**src/rtl/decode_pkg.sv**
```systemverilog
// Shared types and encodings for the decode stage.
// Defining FPU_DECODE_EN adds the floating-point control fields and opcodes.
package decode_pkg;

  localparam logic [6:0] OP_LOAD     = 7'b0000011;
  localparam logic [6:0] OP_STORE    = 7'b0100011;
  localparam logic [6:0] OP_AUIPC    = 7'b0010111;
  localparam logic [6:0] OP_REG      = 7'b0110011;
  localparam logic [6:0] OP_LUI      = 7'b0110111;
  localparam logic [6:0] OP_BRANCH   = 7'b1100011;
  localparam logic [6:0] OP_IMM      = 7'b0010011;
  localparam logic [6:0] OP_JALR     = 7'b1100111;
  localparam logic [6:0] OP_JAL      = 7'b1101111;
  localparam logic [6:0] OP_SYSTEM   = 7'b1110011;
  localparam logic [6:0] OP_LOAD_FP  = 7'b0000111;
  localparam logic [6:0] OP_STORE_FP = 7'b0100111;
  localparam logic [6:0] OP_FP       = 7'b1010011;

  localparam logic [2:0] IMM_I  = 3'b000;
  localparam logic [2:0] IMM_S  = 3'b001;
  localparam logic [2:0] IMM_B  = 3'b010;
  localparam logic [2:0] IMM_J  = 3'b011;
  localparam logic [2:0] IMM_SH = 3'b100;
  localparam logic [2:0] IMM_U  = 3'b101;

  localparam logic [2:0] RES_ALU = 3'b000;
  localparam logic [2:0] RES_MEM = 3'b001;
  localparam logic [2:0] RES_PC4 = 3'b010;
  localparam logic [2:0] RES_CSR = 3'b011;
  localparam logic [2:0] RES_IMM = 3'b100;

  localparam logic [1:0] ALUOP_ADD   = 2'b00;
  localparam logic [1:0] ALUOP_SUB   = 2'b01;
  localparam logic [1:0] ALUOP_FUNCT = 2'b10;
  localparam logic [1:0] ALUOP_PC    = 2'b11;

  typedef struct packed {
    logic       reg_write;
    logic [2:0] imm_src;
    logic       alu_src;
    logic       mem_write;
    logic [2:0] result_src;
    logic       branch;
    logic [1:0] alu_op;
    logic       jump;
    logic       c_reg_write;
`ifdef FPU_DECODE_EN
    logic       fp_reg_write;
    logic       fp_src;
`endif
  } ctrl_t;

endpackage

```
**src/rtl/decode_stage_if.sv**
```systemverilog
// Fetch-side and execute-side handshake bundle of the decode stage.
import decode_pkg::*;

interface decode_stage_if #(parameter int XLEN = 32) ();
  logic            in_valid;
  logic            in_ready;
  logic [XLEN-1:0] in_instr;
  logic [XLEN-1:0] in_pc;
  logic            out_valid;
  logic            out_ready;
  ctrl_t           out_ctrl;
  logic [XLEN-1:0] out_instr;
  logic [XLEN-1:0] out_pc;
  logic            out_illegal;

  modport master (
    output in_valid, in_instr, in_pc, out_ready,
    input  in_ready, out_valid, out_ctrl, out_instr, out_pc, out_illegal
  );

  modport slave (
    input  in_valid, in_instr, in_pc, out_ready,
    output in_ready, out_valid, out_ctrl, out_instr, out_pc, out_illegal
  );
endinterface

```
**src/rtl/ctrl_decode.sv**
```systemverilog
// Combinational opcode/funct3 to control-bundle decoder; unknown opcodes flag illegal.
// FP opcodes decode only when FPU_DECODE_EN is defined.
import decode_pkg::*;

module ctrl_decode (
  input  logic [6:0] opcode,
  input  logic [2:0] funct3,
  output ctrl_t      ctrl,
  output logic       illegal
);

  always_comb begin
    ctrl    = '0;
    illegal = 1'b0;
    case (opcode)
      OP_LOAD: begin
        ctrl.reg_write  = 1'b1;
        ctrl.alu_src    = 1'b1;
        ctrl.result_src = RES_MEM;
      end
      OP_STORE: begin
        ctrl.imm_src   = IMM_S;
        ctrl.alu_src   = 1'b1;
        ctrl.mem_write = 1'b1;
      end
      OP_AUIPC: begin
        ctrl.reg_write = 1'b1;
        ctrl.imm_src   = IMM_U;
        ctrl.alu_src   = 1'b1;
        ctrl.alu_op    = ALUOP_PC;
      end
      OP_REG: begin
        ctrl.reg_write = 1'b1;
        ctrl.alu_op    = ALUOP_FUNCT;
      end
      OP_LUI: begin
        ctrl.reg_write  = 1'b1;
        ctrl.imm_src    = IMM_U;
        ctrl.result_src = RES_IMM;
      end
      OP_BRANCH: begin
        ctrl.imm_src = IMM_B;
        ctrl.branch  = 1'b1;
        ctrl.alu_op  = ALUOP_SUB;
      end
      OP_IMM: begin
        ctrl.reg_write = 1'b1;
        // shifts carry a shamt field rather than a sign-extended immediate
        ctrl.imm_src   = (funct3 == 3'b001 || funct3 == 3'b101) ? IMM_SH : IMM_I;
        ctrl.alu_src   = 1'b1;
        ctrl.alu_op    = ALUOP_FUNCT;
      end
      OP_JALR: begin
        ctrl.reg_write  = 1'b1;
        ctrl.alu_src    = 1'b1;
        ctrl.result_src = RES_PC4;
        ctrl.alu_op     = ALUOP_FUNCT;
        ctrl.jump       = 1'b1;
      end
      OP_JAL: begin
        ctrl.reg_write  = 1'b1;
        ctrl.imm_src    = IMM_J;
        ctrl.result_src = RES_PC4;
        ctrl.jump       = 1'b1;
      end
      OP_SYSTEM: begin
        ctrl.reg_write   = 1'b1;
        ctrl.result_src  = RES_CSR;
        ctrl.c_reg_write = 1'b1;
      end
`ifdef FPU_DECODE_EN
      OP_LOAD_FP: begin
        ctrl.alu_src      = 1'b1;
        ctrl.result_src   = RES_MEM;
        ctrl.fp_reg_write = 1'b1;
      end
      OP_STORE_FP: begin
        ctrl.imm_src   = IMM_S;
        ctrl.alu_src   = 1'b1;
        ctrl.mem_write = 1'b1;
        ctrl.fp_src    = 1'b1;
      end
      OP_FP: begin
        ctrl.fp_reg_write = 1'b1;
        ctrl.alu_op       = ALUOP_ADD;
      end
`endif
      default: illegal = 1'b1;
    endcase
  end

endmodule

```
**src/rtl/decode_stage.sv**
```systemverilog
// Registered decode stage: decodes at push and buffers results in a DEPTH-entry FIFO.
// Optional FP decode enabled by defining FPU_DECODE_EN.
import decode_pkg::*;

module decode_stage #(
  parameter int XLEN      = 32,
  parameter int DEPTH     = 2,
  parameter int ILL_CNT_W = 8
) (
  input  logic                 clk,
  input  logic                 rst,
  input  logic                 flush,
  decode_stage_if.slave        dif,
  output logic [ILL_CNT_W-1:0] ill_count
);

  localparam int AW = $clog2(DEPTH);

  ctrl_t           mem_ctrl    [DEPTH];
  logic            mem_illegal [DEPTH];
  logic [XLEN-1:0] mem_instr   [DEPTH];
  logic [XLEN-1:0] mem_pc      [DEPTH];

  logic [AW:0] wr_ptr, rd_ptr;
  logic        full, empty, push, pop;
  ctrl_t       dec_ctrl;
  logic        dec_illegal;

  ctrl_decode u_ctrl_decode (
    .opcode  (dif.in_instr[6:0]),
    .funct3  (dif.in_instr[14:12]),
    .ctrl    (dec_ctrl),
    .illegal (dec_illegal)
  );

  assign empty = (wr_ptr == rd_ptr);
  assign full  = (wr_ptr[AW] != rd_ptr[AW]) && (wr_ptr[AW-1:0] == rd_ptr[AW-1:0]);

  assign dif.in_ready = !full || pop;
  assign pop  = !empty && dif.out_ready;
  assign push = dif.in_valid && dif.in_ready && !flush;

  always_ff @(posedge clk) begin
    if (push) begin
      mem_ctrl[wr_ptr[AW-1:0]]    <= dec_ctrl;
      mem_illegal[wr_ptr[AW-1:0]] <= dec_illegal;
      mem_instr[wr_ptr[AW-1:0]]   <= dif.in_instr;
      mem_pc[wr_ptr[AW-1:0]]      <= dif.in_pc;
    end
  end

  always_ff @(posedge clk) begin
    if (rst) begin
      wr_ptr    <= '0;
      rd_ptr    <= '0;
      ill_count <= '0;
    end else if (flush) begin
      wr_ptr <= '0;
      rd_ptr <= '0;
    end else begin
      if (push) wr_ptr <= wr_ptr + 1'b1;
      if (pop)  rd_ptr <= rd_ptr + 1'b1;
      if (push && dec_illegal && ill_count != '1) ill_count <= ill_count + 1'b1;
    end
  end

  // Stale storage is masked so an empty FIFO always presents zeros.
  assign dif.out_valid   = !empty;
  assign dif.out_ctrl    = empty ? '0   : mem_ctrl[rd_ptr[AW-1:0]];
  assign dif.out_illegal = empty ? 1'b0 : mem_illegal[rd_ptr[AW-1:0]];
  assign dif.out_instr   = empty ? '0   : mem_instr[rd_ptr[AW-1:0]];
  assign dif.out_pc      = empty ? '0   : mem_pc[rd_ptr[AW-1:0]];

endmodule

```
**src/flat_wrapper.sv**
```systemverilog
// flat-port wrapper written by rule: the top's interface ports become plain ports
module decode_stage_flat 
#(
  parameter int XLEN      = 32,
  parameter int DEPTH     = 2,
  parameter int ILL_CNT_W = 8
)
  (clk, rst, flush, ill_count, dif_in_valid, dif_in_instr, dif_in_pc, dif_out_ready, dif_in_ready, dif_out_valid, dif_out_ctrl, dif_out_instr, dif_out_pc, dif_out_illegal);
  decode_stage_if #(.XLEN(XLEN)) dif_i ();
  input  logic clk;
  input  logic rst;
  input  logic flush;
  output logic [ILL_CNT_W-1:0] ill_count;
  input wire logic [$bits(dif_i.in_valid)-1:0] dif_in_valid;
  input wire logic [$bits(dif_i.in_instr)-1:0] dif_in_instr;
  input wire logic [$bits(dif_i.in_pc)-1:0] dif_in_pc;
  input wire logic [$bits(dif_i.out_ready)-1:0] dif_out_ready;
  output wire logic [$bits(dif_i.in_ready)-1:0] dif_in_ready;
  output wire logic [$bits(dif_i.out_valid)-1:0] dif_out_valid;
  output wire logic [$bits(dif_i.out_ctrl)-1:0] dif_out_ctrl;
  output wire logic [$bits(dif_i.out_instr)-1:0] dif_out_instr;
  output wire logic [$bits(dif_i.out_pc)-1:0] dif_out_pc;
  output wire logic [$bits(dif_i.out_illegal)-1:0] dif_out_illegal;
  assign dif_i.in_valid = dif_in_valid;
  assign dif_i.in_instr = dif_in_instr;
  assign dif_i.in_pc = dif_in_pc;
  assign dif_i.out_ready = dif_out_ready;
  assign dif_in_ready = dif_i.in_ready;
  assign dif_out_valid = dif_i.out_valid;
  assign dif_out_ctrl = dif_i.out_ctrl;
  assign dif_out_instr = dif_i.out_instr;
  assign dif_out_pc = dif_i.out_pc;
  assign dif_out_illegal = dif_i.out_illegal;
  decode_stage #(.XLEN(XLEN), .DEPTH(DEPTH), .ILL_CNT_W(ILL_CNT_W)) u_core (.clk(clk), .rst(rst), .flush(flush), .dif(dif_i), .ill_count(ill_count));
endmodule
```
**config.mk**
```make
export PLATFORM = sky130hd
export DESIGN_NAME = decode_stage_flat
export DESIGN_NICKNAME = d
export VERILOG_FILES = /design/src/rtl/decode_pkg.sv /design/src/rtl/decode_stage_if.sv /design/src/rtl/ctrl_decode.sv /design/src/rtl/decode_stage.sv /design/src/flat_wrapper.sv
export SDC_FILE = /design/constraint.sdc
export NUM_CORES = 1
export LEC_CHECK = 0
export CAP_MARGIN = 20
export CORE_MARGIN = 5
export CORE_UTILIZATION = 35
export DETAILED_ROUTE_END_ITERATION = 8
export MAX_ROUTING_LAYER = met4
export PLACE_DENSITY = 0.62
export SYNTH_ARGS = -nofsm -noshare
export SYNTH_HDL_FRONTEND = slang
export SYNTH_SLANG_ARGS = --single-unit
```
**constraint.sdc**
```tcl
create_clock -name clk -period 4.8 [get_ports clk]
set_input_delay 1.44 -clock clk [delete_from_list [all_inputs] [get_ports clk]]
set_output_delay 1.44 -clock clk [all_outputs]
set_load 0.005 [all_outputs]
```
After elaboration in Yosys (flattened, before gate mapping)
Memory sizes are Yosys's and may differ from the RTL's. A register that Yosys moved wholly into a read port is not among the register bits.
Cells that the tools add are included.
Widths: inputs -> output; s select.
Storage, ports and cells
  output and inout port bits: 89
  register bits after elaboration: 12
  bits in latches: 0
  memories: 4
  memory bits (writable): 158
  memory bits (read-only): 0
  input bits: 69
  word-level logic and storage cells: 71
Memories
  u_core.mem_instr: words 2, width 32, rd ports 1, clocked after Yosys merged registers in 1, wr ports 1, line decode_stage.sv:21  | logic [XLEN-1:0] mem_instr [DEPTH];
  u_core.mem_pc: words 2, width 32, rd ports 1, clocked after Yosys merged registers in 1, wr ports 1, line decode_stage.sv:22  | logic [XLEN-1:0] mem_pc [DEPTH];
  u_core.mem_ctrl: words 2, width 14, rd ports 1, clocked after Yosys merged registers in 1, wr ports 1, line decode_stage.sv:19  | ctrl_t mem_ctrl [DEPTH];
  u_core.mem_illegal: words 2, width 1, rd ports 1, clocked after Yosys merged registers in 1, wr ports 1, line decode_stage.sv:20  | logic mem_illegal [DEPTH];
Operators by class
  shifts and indexed selects: 0
  reduce and logical (&&, ||, !) cells: 19
  divide/modulo/power cells: 0
  mux-type cells: 25
  magnitude comparators: 0
  bitwise logic cells: 1
  add/subtract/negate cells: 3
  equal/unequal tests: 16
  multipliers: 0
Operator list (count)
  $mux 32: 2
  $eq 7x7->1 const B: 4
  $eq 7x6->1 const B: 3
  $mux 1: 18
  $pmux 3 s5: 1
  $eq 7x5->1 const B: 2
  $mux 14: 1
  $pmux 3 s4: 1
  $reduce_or 10->1: 1
  $add 8x1->8 const B: 1
  $ne 8x8->1 const B: 1
  $reduce_or 8->1: 1
  $eq 7x2->1 const B: 1
  $logic_and 1x1->1: 6
  $pmux 2 s3: 1
  $reduce_or 2->1: 3
  $reduce_or 5->1: 1
  $add 2x1->2 const B: 2
  $eq 3x1->1 const B: 1
  $eq 3x3->1 const B: 1
  $logic_not 1->1: 3
  $mux 3: 1
  $reduce_or 3->1: 1
  $eq 2x2->1: 1
  other kinds (5): 6

Logic depth before layout (Yosys ltp)
Gate-level depths: netlist of the first run.
  word-level depth: 9
  gate-level depth with buffers: 7
  depth with buffers taken out: 6

Modules after synthesis
From an unflattened synthesis of the first run, not the netlist that was laid out.
Second synthesis, totals
  cell total of the unflattened synthesis: 462
  area, all modules: 6882.9 um^2
Modules (own cells, without submodules)
  decode_stage: seq. area each 5004.8 um^2, area an instance 6563.8 um^2, instances 1, cells each 410
  ctrl_decode: seq. area each 0.0 um^2, area an instance 319.1 um^2, instances 1, cells each 52

Worst setup path before layout of the first run
No wires, ideal clock.
  kind: input -> output
  from: input port dif_out_ready
  to: output port dif_in_ready
  stages on the path: 1
  required time: 3.360 ns
  arrival time: 1.909 ns
  setup slack: 1.451 ns
  buffers on the path: 0
  path through: or3_2
On the way
  cells in the longest elaborated chain, start to end: 2
Ends and longest elaborated chain
  start: declaration: line flat_wrapper.sv:17  | input wire logic [$bits(dif_i.out_ready)-1:0] dif_out_ready;
  $logic_and 1x1->1: line decode_stage.sv:40  | assign pop = !empty && dif.out_ready;
  $logic_or 1x1->1: line decode_stage.sv:39  | assign dif.in_ready = !full || pop;
  end: declaration: line flat_wrapper.sv:18  | output wire logic [$bits(dif_i.in_ready)-1:0] dif_in_ready;
Every way passes these cells.

Final worst setup path of the first run
Ends and elaborated chain as after synthesis.

==> results.md, run 1 <==
* Synth cell types at between 40 and 50
* Yosys top cell area share at 69.3%
* Combinational power share at 6.6%
* Post-synth EDFFs at 158
* Hold path depth at 2
* Slew HR at 39.1%
* WL/cell at about 16 µm
* Post CTS Setup Buffer Count at 0
* Worst R2R Start: u_core.wr_ptr[0]$_SDFFE_PP0P_
* Die ar. at 22,500 µm²
* Critical Path Start Type: input port
* Hold Buf Count CTS at 0
* CTS resizes at 0
* Power Density at 351 nW/µm²
* Fillers at 1,726
* Synth Area in Compound Gates at 2.47%
* Worst hold slack at 0.510 ns
* Worst-margin pin slew at 0.914 ns
* Largest area contributor in the netlist: edfxtp_1
* Hpwl dp at 9.46 mm
* Sequential share of power at 51.1%
* PortBufs at 157
* Routed Antenna Nets at 0
* CTS tree: done
* Syn nets at around 530
* Initial core utilization at 35.4%
* Setup Skew at between 0.008 and 0.009 ns
* IO Count at between 150 and 200
* Clk_lat worst skew at 0.41 ns
* Minimum clock period at 4.28 ns
* Async SR Flop Fraction at 0%
* Die Ht at 150 µm
* Clk slew on worst S/H paths at 0.07 ns
* Largest net degree at the start of global routing at 81
* Final Hold Fails at 0
* Drt total wl at 14.6 mm
* Worst EP required at 3.36 ns
* XOR/XNOR Fraction of Synth Area at 0.895%
* Synth area leaders: edfxtp_1 (69%), mux2i_1 (12%), nor2_1 (4.9%), dfxtp_1 (3.8%), clkbuf_1 (0.99%)
* Net Sw Frac at 21.5%
* Final Net Count at approximately 690
* Tot GR Track Use at 13.2%
* Post-Synth Adder-Cell Area at 0.183%
* Mapped Cells at 461
* Cts bufs inserted at 17
* Num rows at 51
* Vias in the first global route at 4,187
* Fmax at 234 MHz
* Initial antenna violation count at 0
* Via count at a little over 4,000
* Worst R2R Setup Slack at 2.59 ns
* Final instance area at 9320 µm²
* Finished Layout Cells at 894
* HP Class: flop to flop
* Total Negative Setup Slacks at 0 ns
* Pint at 0.00257 W
* CTS Sinks at ~170
* Vias per Instance at 4.61
* Placer Congestion at 0.741
* Slew Viols, Final at 0
* DP Cell Count at 862
* CP Class: input port to output pin
* Crit path arrival time at 2.84 ns
* CTS HTree Levels at 4
* Cell mode on critical path: clkdlybuf4s50_1
* Fraction of layout cells with a size suffix above 1 at 7.95%
* Layout area overhead at 36.1%
* Post-Syn Area at 6850 µm²
* Synth Register Bits at 171
* Critical-path maximum fanout at 4
* Commonest non-fill, non-tap cell in the layout: edfxtp_1
* Post-synthesis mux area share at 12.0%
* CP Capture Type: output pin
* Worst Setup EP: dif_in_ready
* Placed cell area at 8720 µm²
* R2R depth at 4
* Final worst slack at about 0.52 ns
* Synth Area in Simple Gates at about a tenth
* Final period util at around nine tenths
* Static leakage at about 2.9 nW
* DP Worst Slack at 0.519 ns
* Crit-path cells: clkdlybuf4s50_1, or3_2, clkdlybuf4s50_1
* Outcome: finished clean
* Residual DRC at 0
* DRT iter0 DRCs at roughly 190
* Max-capacitance violation count at 0
* Slowest cell on the critical path: or3_2
* Core box area at slightly below 20,000 µm²
* Switching power total at between 0.0007 and 0.0008 W
* Ys flop type: edfxtp_1
* CTS Buffer Depth at 2
* Root Buffer: clkbuf_16
* First-pass GRT wire length at 22.3 mm
* Syn Area/Cell at 14.9 µm²
* Worst path max stage delay at ~0.48 ns
* VDD IR max at 0.000227 V
* ANT cells at 0
* Commonest cells after routing, fill and taps aside: edfxtp_1 (158), clkdlybuf4s50_1 (157), nor2_1 (90), mux2i_1 (80), clkbuf_16 (17)
* Fraction of power consumed by the clock network at 42.3%
* Total gr overflow at 0
* Final setup vio count at 0
* Register area share after synthesis at 73.1%
* Main combinational cell family by area after synthesis: multiplexers
* Initial DRT Pass Iterations at 4
* Crit. Startpoint: dif_out_ready
* RR Endpoint: u_core.mem_pc[0][29]$_DFFE_PP_
* Warnings from Yosys at 0
* RSZ-0062 raised after global routing: false
* Die width at 150 µm
## worst max-delay path: cells and delay by family
family	cells	cell delay, ns
simple gates	1	0.48
buf+inv	2	0.91
## synth_stat cells (all sizes together) (4+ instances only)
| library cell | number |
|---|---|
| or2 | 4 |
| o21ai | 7 |
| nand4 | 4 |
| nand2 | 10 |
| nand3 | 5 |
| nor3 | 7 |
| nor4 | 4 |
| dfxtp | 13 |
| or3 | 5 |
| xnor2 | 4 |
| inv | 4 |
| clkbuf | 18 |
| nor2 | 90 |
| buf | 7 |
| edfxtp | 158 |
| a21oi | 11 |
| mux2i | 80 |
## cell families after synthesis
group,Yosys count
flops,171
simple gates,144
mux,82
buf+inv,29
compound gates,27
xor+xnor,7
fa+ha+maj,1
## through the flow
stage | total power, W | utilization (%)
3_5_place_dp | 0.00193 | 45.1
2_1_floorplan | 0.00179 | -
3_3_place_gp | 0.00192 | 45.1
6_report | 0.00327 | 48.2
4_1_cts | 0.00332 | 48.2
5_1_grt | 0.00341 | 48.2
## worst min path at each step
stage,from,to,slack (ns)
floorplan,u_core.ill_count[7]$_SDFFE_PP0P_,u_core.ill_count[7]$_SDFFE_PP0P_,0.48
global placement,u_core.ill_count[7]$_SDFFE_PP0P_,u_core.ill_count[7]$_SDFFE_PP0P_,0.49
detailed placement,u_core.ill_count[7]$_SDFFE_PP0P_,u_core.ill_count[7]$_SDFFE_PP0P_,0.50
CTS,u_core.ill_count[7]$_SDFFE_PP0P_,u_core.ill_count[7]$_SDFFE_PP0P_,0.51
global route,u_core.ill_count[7]$_SDFFE_PP0P_,u_core.ill_count[7]$_SDFFE_PP0P_,0.53
finish,u_core.ill_count[7]$_SDFFE_PP0P_,u_core.ill_count[7]$_SDFFE_PP0P_,0.51
## flip-flops by register name, indices dropped and copies added (netlist names), named ones only
name                count
u_core.mem_ctrl        28
u_core.mem_pc          64
u_core.ill_count        8
u_core.mem_instr       64
u_core.wr_ptr           2
u_core.mem_illegal      2
u_core.rd_ptr           2
## cell type report
cell class,count,area [µm²],area share [%]
Sequential cell,171,5010,53.7
Multi-Input combinational cell,261,1720,18.5
Timing Repair Buffer,161,1640,17.6
Clock buffer,17,425,4.56
Tap cell,265,332,3.56
Clock inverter,15,179,1.92
Inverter,4,15.0,0.161
## power by group through the flow
stage | Sequential, W | Combinational, W | Clock [W]
floorplan | 0.00171 | 0.0000845 | 0
global placement | 0.00171 | 0.000214 | 0
detailed placement | 0.00171 | 0.000219 | 0
CTS | 0.00167 | 0.000220 | 0.00143
global route | 0.00168 | 0.000235 | 0.00150
finish | 0.00167 | 0.000215 | 0.00138
## routing by layer
layer	global-route usage [%]	wire length [µm]
met5	-	0
met4	3.02	63
met3	3.76	794
met2	21.4	7190
met1	16.5	6580
Note: power is estimated with default switching activity, not from simulation.
==> run 2: changes to the inputs <==
--- a/config.mk
+++ b/config.mk
@@ -8,6 +8,7 @@
 export CAP_MARGIN = 20
 export CORE_MARGIN = 5
 export CORE_UTILIZATION = 35
+export CTS_BUF_LIST = sky130_fd_sc_hd__clkbuf_8
 export DETAILED_ROUTE_END_ITERATION = 8
 export MAX_ROUTING_LAYER = met4
 export PLACE_DENSITY = 0.62
==> results.md, run 2 (synthesized netlist as in run 1, its figures left out) <==
* Outcome: finished clean
* Initial antenna violation count at 0 (unchanged)
* Static leakage at 2.81 nW (-3.0%)
* Final Hold Fails at 0 (unchanged)
* ANT cells at 0 (unchanged)
* Minimum clock period at 4.28 ns (+0.000173 ns)
* HP Class: flop to flop
* Critical-path maximum fanout at 4 (unchanged)
* RR Endpoint: u_core.mem_illegal[0]$_DFFE_PP_
* Family with the most delay on the worst path: buffers and inverters
* Die Ht at 150 µm (unchanged)
* Residual DRC at 0 (unchanged)
* Hold EP: u_core.ill_count[7]$_SDFFE_PP0P_
* Placer Congestion at 0.741 (unchanged)
* Hpwl dp at 9.46 mm (unchanged)
* Worst R2R Start: u_core.wr_ptr[0]$_SDFFE_PP0P_
* Sequential share of power at 57.1% (+6.0 points)
* Fillers at 1,736 (+0.58%)
* Tot GR Track Use at 13.2% (-0.014 points)
* Net Sw Frac at 22.8% (+1.3 points)
* Cts bufs inserted at 17 (unchanged)
* Switching power total at 0.000668 W (-5.3%)
* WL/cell at 16.3 µm (-0.19%)
* Final setup vio count at 0 (unchanged)
* Final core occ at 47.2% (-0.99 points)
* Via count at 4,147 (+0.53%)
* Worst R2R Setup Slack at 2.59 ns (about the same)
* Die ar. at 22,500 µm² (unchanged)
* Layout area overhead at 33.4%
* Total Negative Setup Slacks at 0 ns (unchanged)
* CP Capture Type: output pin
* Max-capacitance violation count at 0 (unchanged)
* Initial core utilization at 35.4% (unchanged)
* Fraction of power consumed by the clock network at 35.6% (-6.7 points)
* Commonest non-fill, non-tap cell in the layout: edfxtp_1
* Power Density at 321 nW/µm² (-8.6%)
* Root Buffer: clkbuf_8
* CP Class: input port to output pin
* Total power at 0.00293 W (-11%)
* R2R depth at 4 (unchanged)
* Die width at 150 µm (unchanged)
* Hold Buf Count CTS at 0 (unchanged)
* Slew HR at 38.6% (-0.44 points)
* Final Net Count at 686 (unchanged)
* VDD IR max at 0.000148 V (-35%)
* Worst-margin pin slew at 0.921 ns (+0.00665 ns)
* Vias per Instance at 4.64 (+0.53%)
* First-pass GRT wire length at 22.2 mm (-0.44%)
* Cell mode on critical path: clkdlybuf4s50_1
* Critical Path Start Type: input port
* CTS Buffer Depth at 2 (unchanged)
* Crit path arrival time at 2.84 ns (about the same)
* IO Count at 158 (unchanged)
* Drt total wl at 14.6 mm (-0.19%)
* Hold path depth at 2 (unchanged)
* Placed cell area at 8720 µm² (unchanged)
* Fraction of layout cells with a size suffix above 1 at 7.95% (unchanged)
* Crit-path cells: clkdlybuf4s50_1, or3_2, clkdlybuf4s50_1
* CTS tree: done
* Post CTS Setup Buffer Count at 0 (unchanged)
* Worst hold slack at 0.513 ns (+0.00366 ns)
* Slew Viols, Final at 0 (unchanged)
* Num rows at 51 (unchanged)
* Setup Skew at 0.0138 ns (+0.00563 ns)
* Worst path bufs/invs at 2 (unchanged)
* Clk slew on worst S/H paths at 0.10 ns (+0.03 ns)
* Commonest cells after routing, fill and taps aside: edfxtp_1 (158), clkdlybuf4s50_1 (157), nor2_1 (90), mux2i_1 (80), clkbuf_8 (17)
* DRT iter0 DRCs at 197 (+6.5%)
* Final period util at 89.1% (about the same)
* Initial DRT Pass Iterations at 4 (unchanged)
* RSZ-0062 raised after global routing: false
* Slowest cell on the critical path: or3_2
* PortBufs at 157 (unchanged)
* Worst EP required at 3.36 ns (about the same)
* Fmax at 234 MHz (about the same)
* Final instance area at 9130 µm² (-2.1%)
* Total gr overflow at 0 (unchanged)
* Worst path max stage delay at 0.48 ns (about the same)
* CTS HTree Levels at 4 (unchanged)
* Routed Antenna Nets at 0 (unchanged)
* Core box area at 19,300 µm² (unchanged)
* Largest net degree at the start of global routing at 81 (unchanged)
* Pint at 0.00226 W (-12%)
* CTS Sinks at 171 (unchanged)
* CTS resizes at 0 (unchanged)
* Clk_lat worst skew at 0.45 ns (+0.04 ns)
* Vias in the first global route at 4,213 (+0.62%)
* Worst hold start: u_core.ill_count[7]$_SDFFE_PP0P_
* Combinational power share at 7.3% (+0.7 points)
## run 2: power by group through the flow
stage	logic, W	registers [W]	clock network, W
final	0.000215	0.00167	0.00104
after global routing	0.000235	0.00168	0.00114
after CTS	0.000220	0.00167	0.00108
after detailed placement	0.000219	0.00171	0
after global placement	0.000214	0.00171	0
after floorplan	0.0000845	0.00171	0
## run 2: stage by stage
stage / std cells / worst slack, ns
final: 894 / 0.525
after global routing: 894 / 0.496
after CTS: 894 / 0.515
after detailed placement: 862 / 0.519
after global placement: 862 / 0.518
after floorplan: 461 / 1.45
## run 2: worst min-delay path, cell delays in order (launching register included)
cell	delay [ns]
dfxtp_1	0.35
o31ai_1	0.07
a21oi_1	0.05
## run 2: layout make-up
class	instances	area, µm²	share of cell area [%]
flip-flops and latches	171	5010	54.9
well taps	265	332	3.63
clock buffers	17	234	2.56
repair buffers	161	1640	18.0
inverters	4	15.0	0.164
clock inverters	15	179	1.96
multi-input cells	261	1720	18.9
## run 2: worst max-delay path by stage
stage | startpoint | end | slack (ns) | cells after the start
2_1_floorplan | dif_out_ready | dif_in_ready | 1.45 | 1
3_3_place_gp | dif_out_ready | dif_in_ready | 0.52 | 3
3_5_place_dp | dif_out_ready | dif_in_ready | 0.52 | 3
4_1_cts | dif_out_ready | dif_in_ready | 0.51 | 3
5_1_grt | dif_out_ready | dif_in_ready | 0.50 | 3
6_report | dif_out_ready | dif_in_ready | 0.52 | 3
## run 2: metal layers
metal | vias up | wire length [µm] | GRT usage (%)
met1 | 2002 | 6540 | 16.3
met4 | 0 | 164 | 3.57
met2 | 118 | 7120 | 21.3
met3 | 14 | 779 | 3.82
met5 | - | 0 | -
li1 | 2013 | - | -
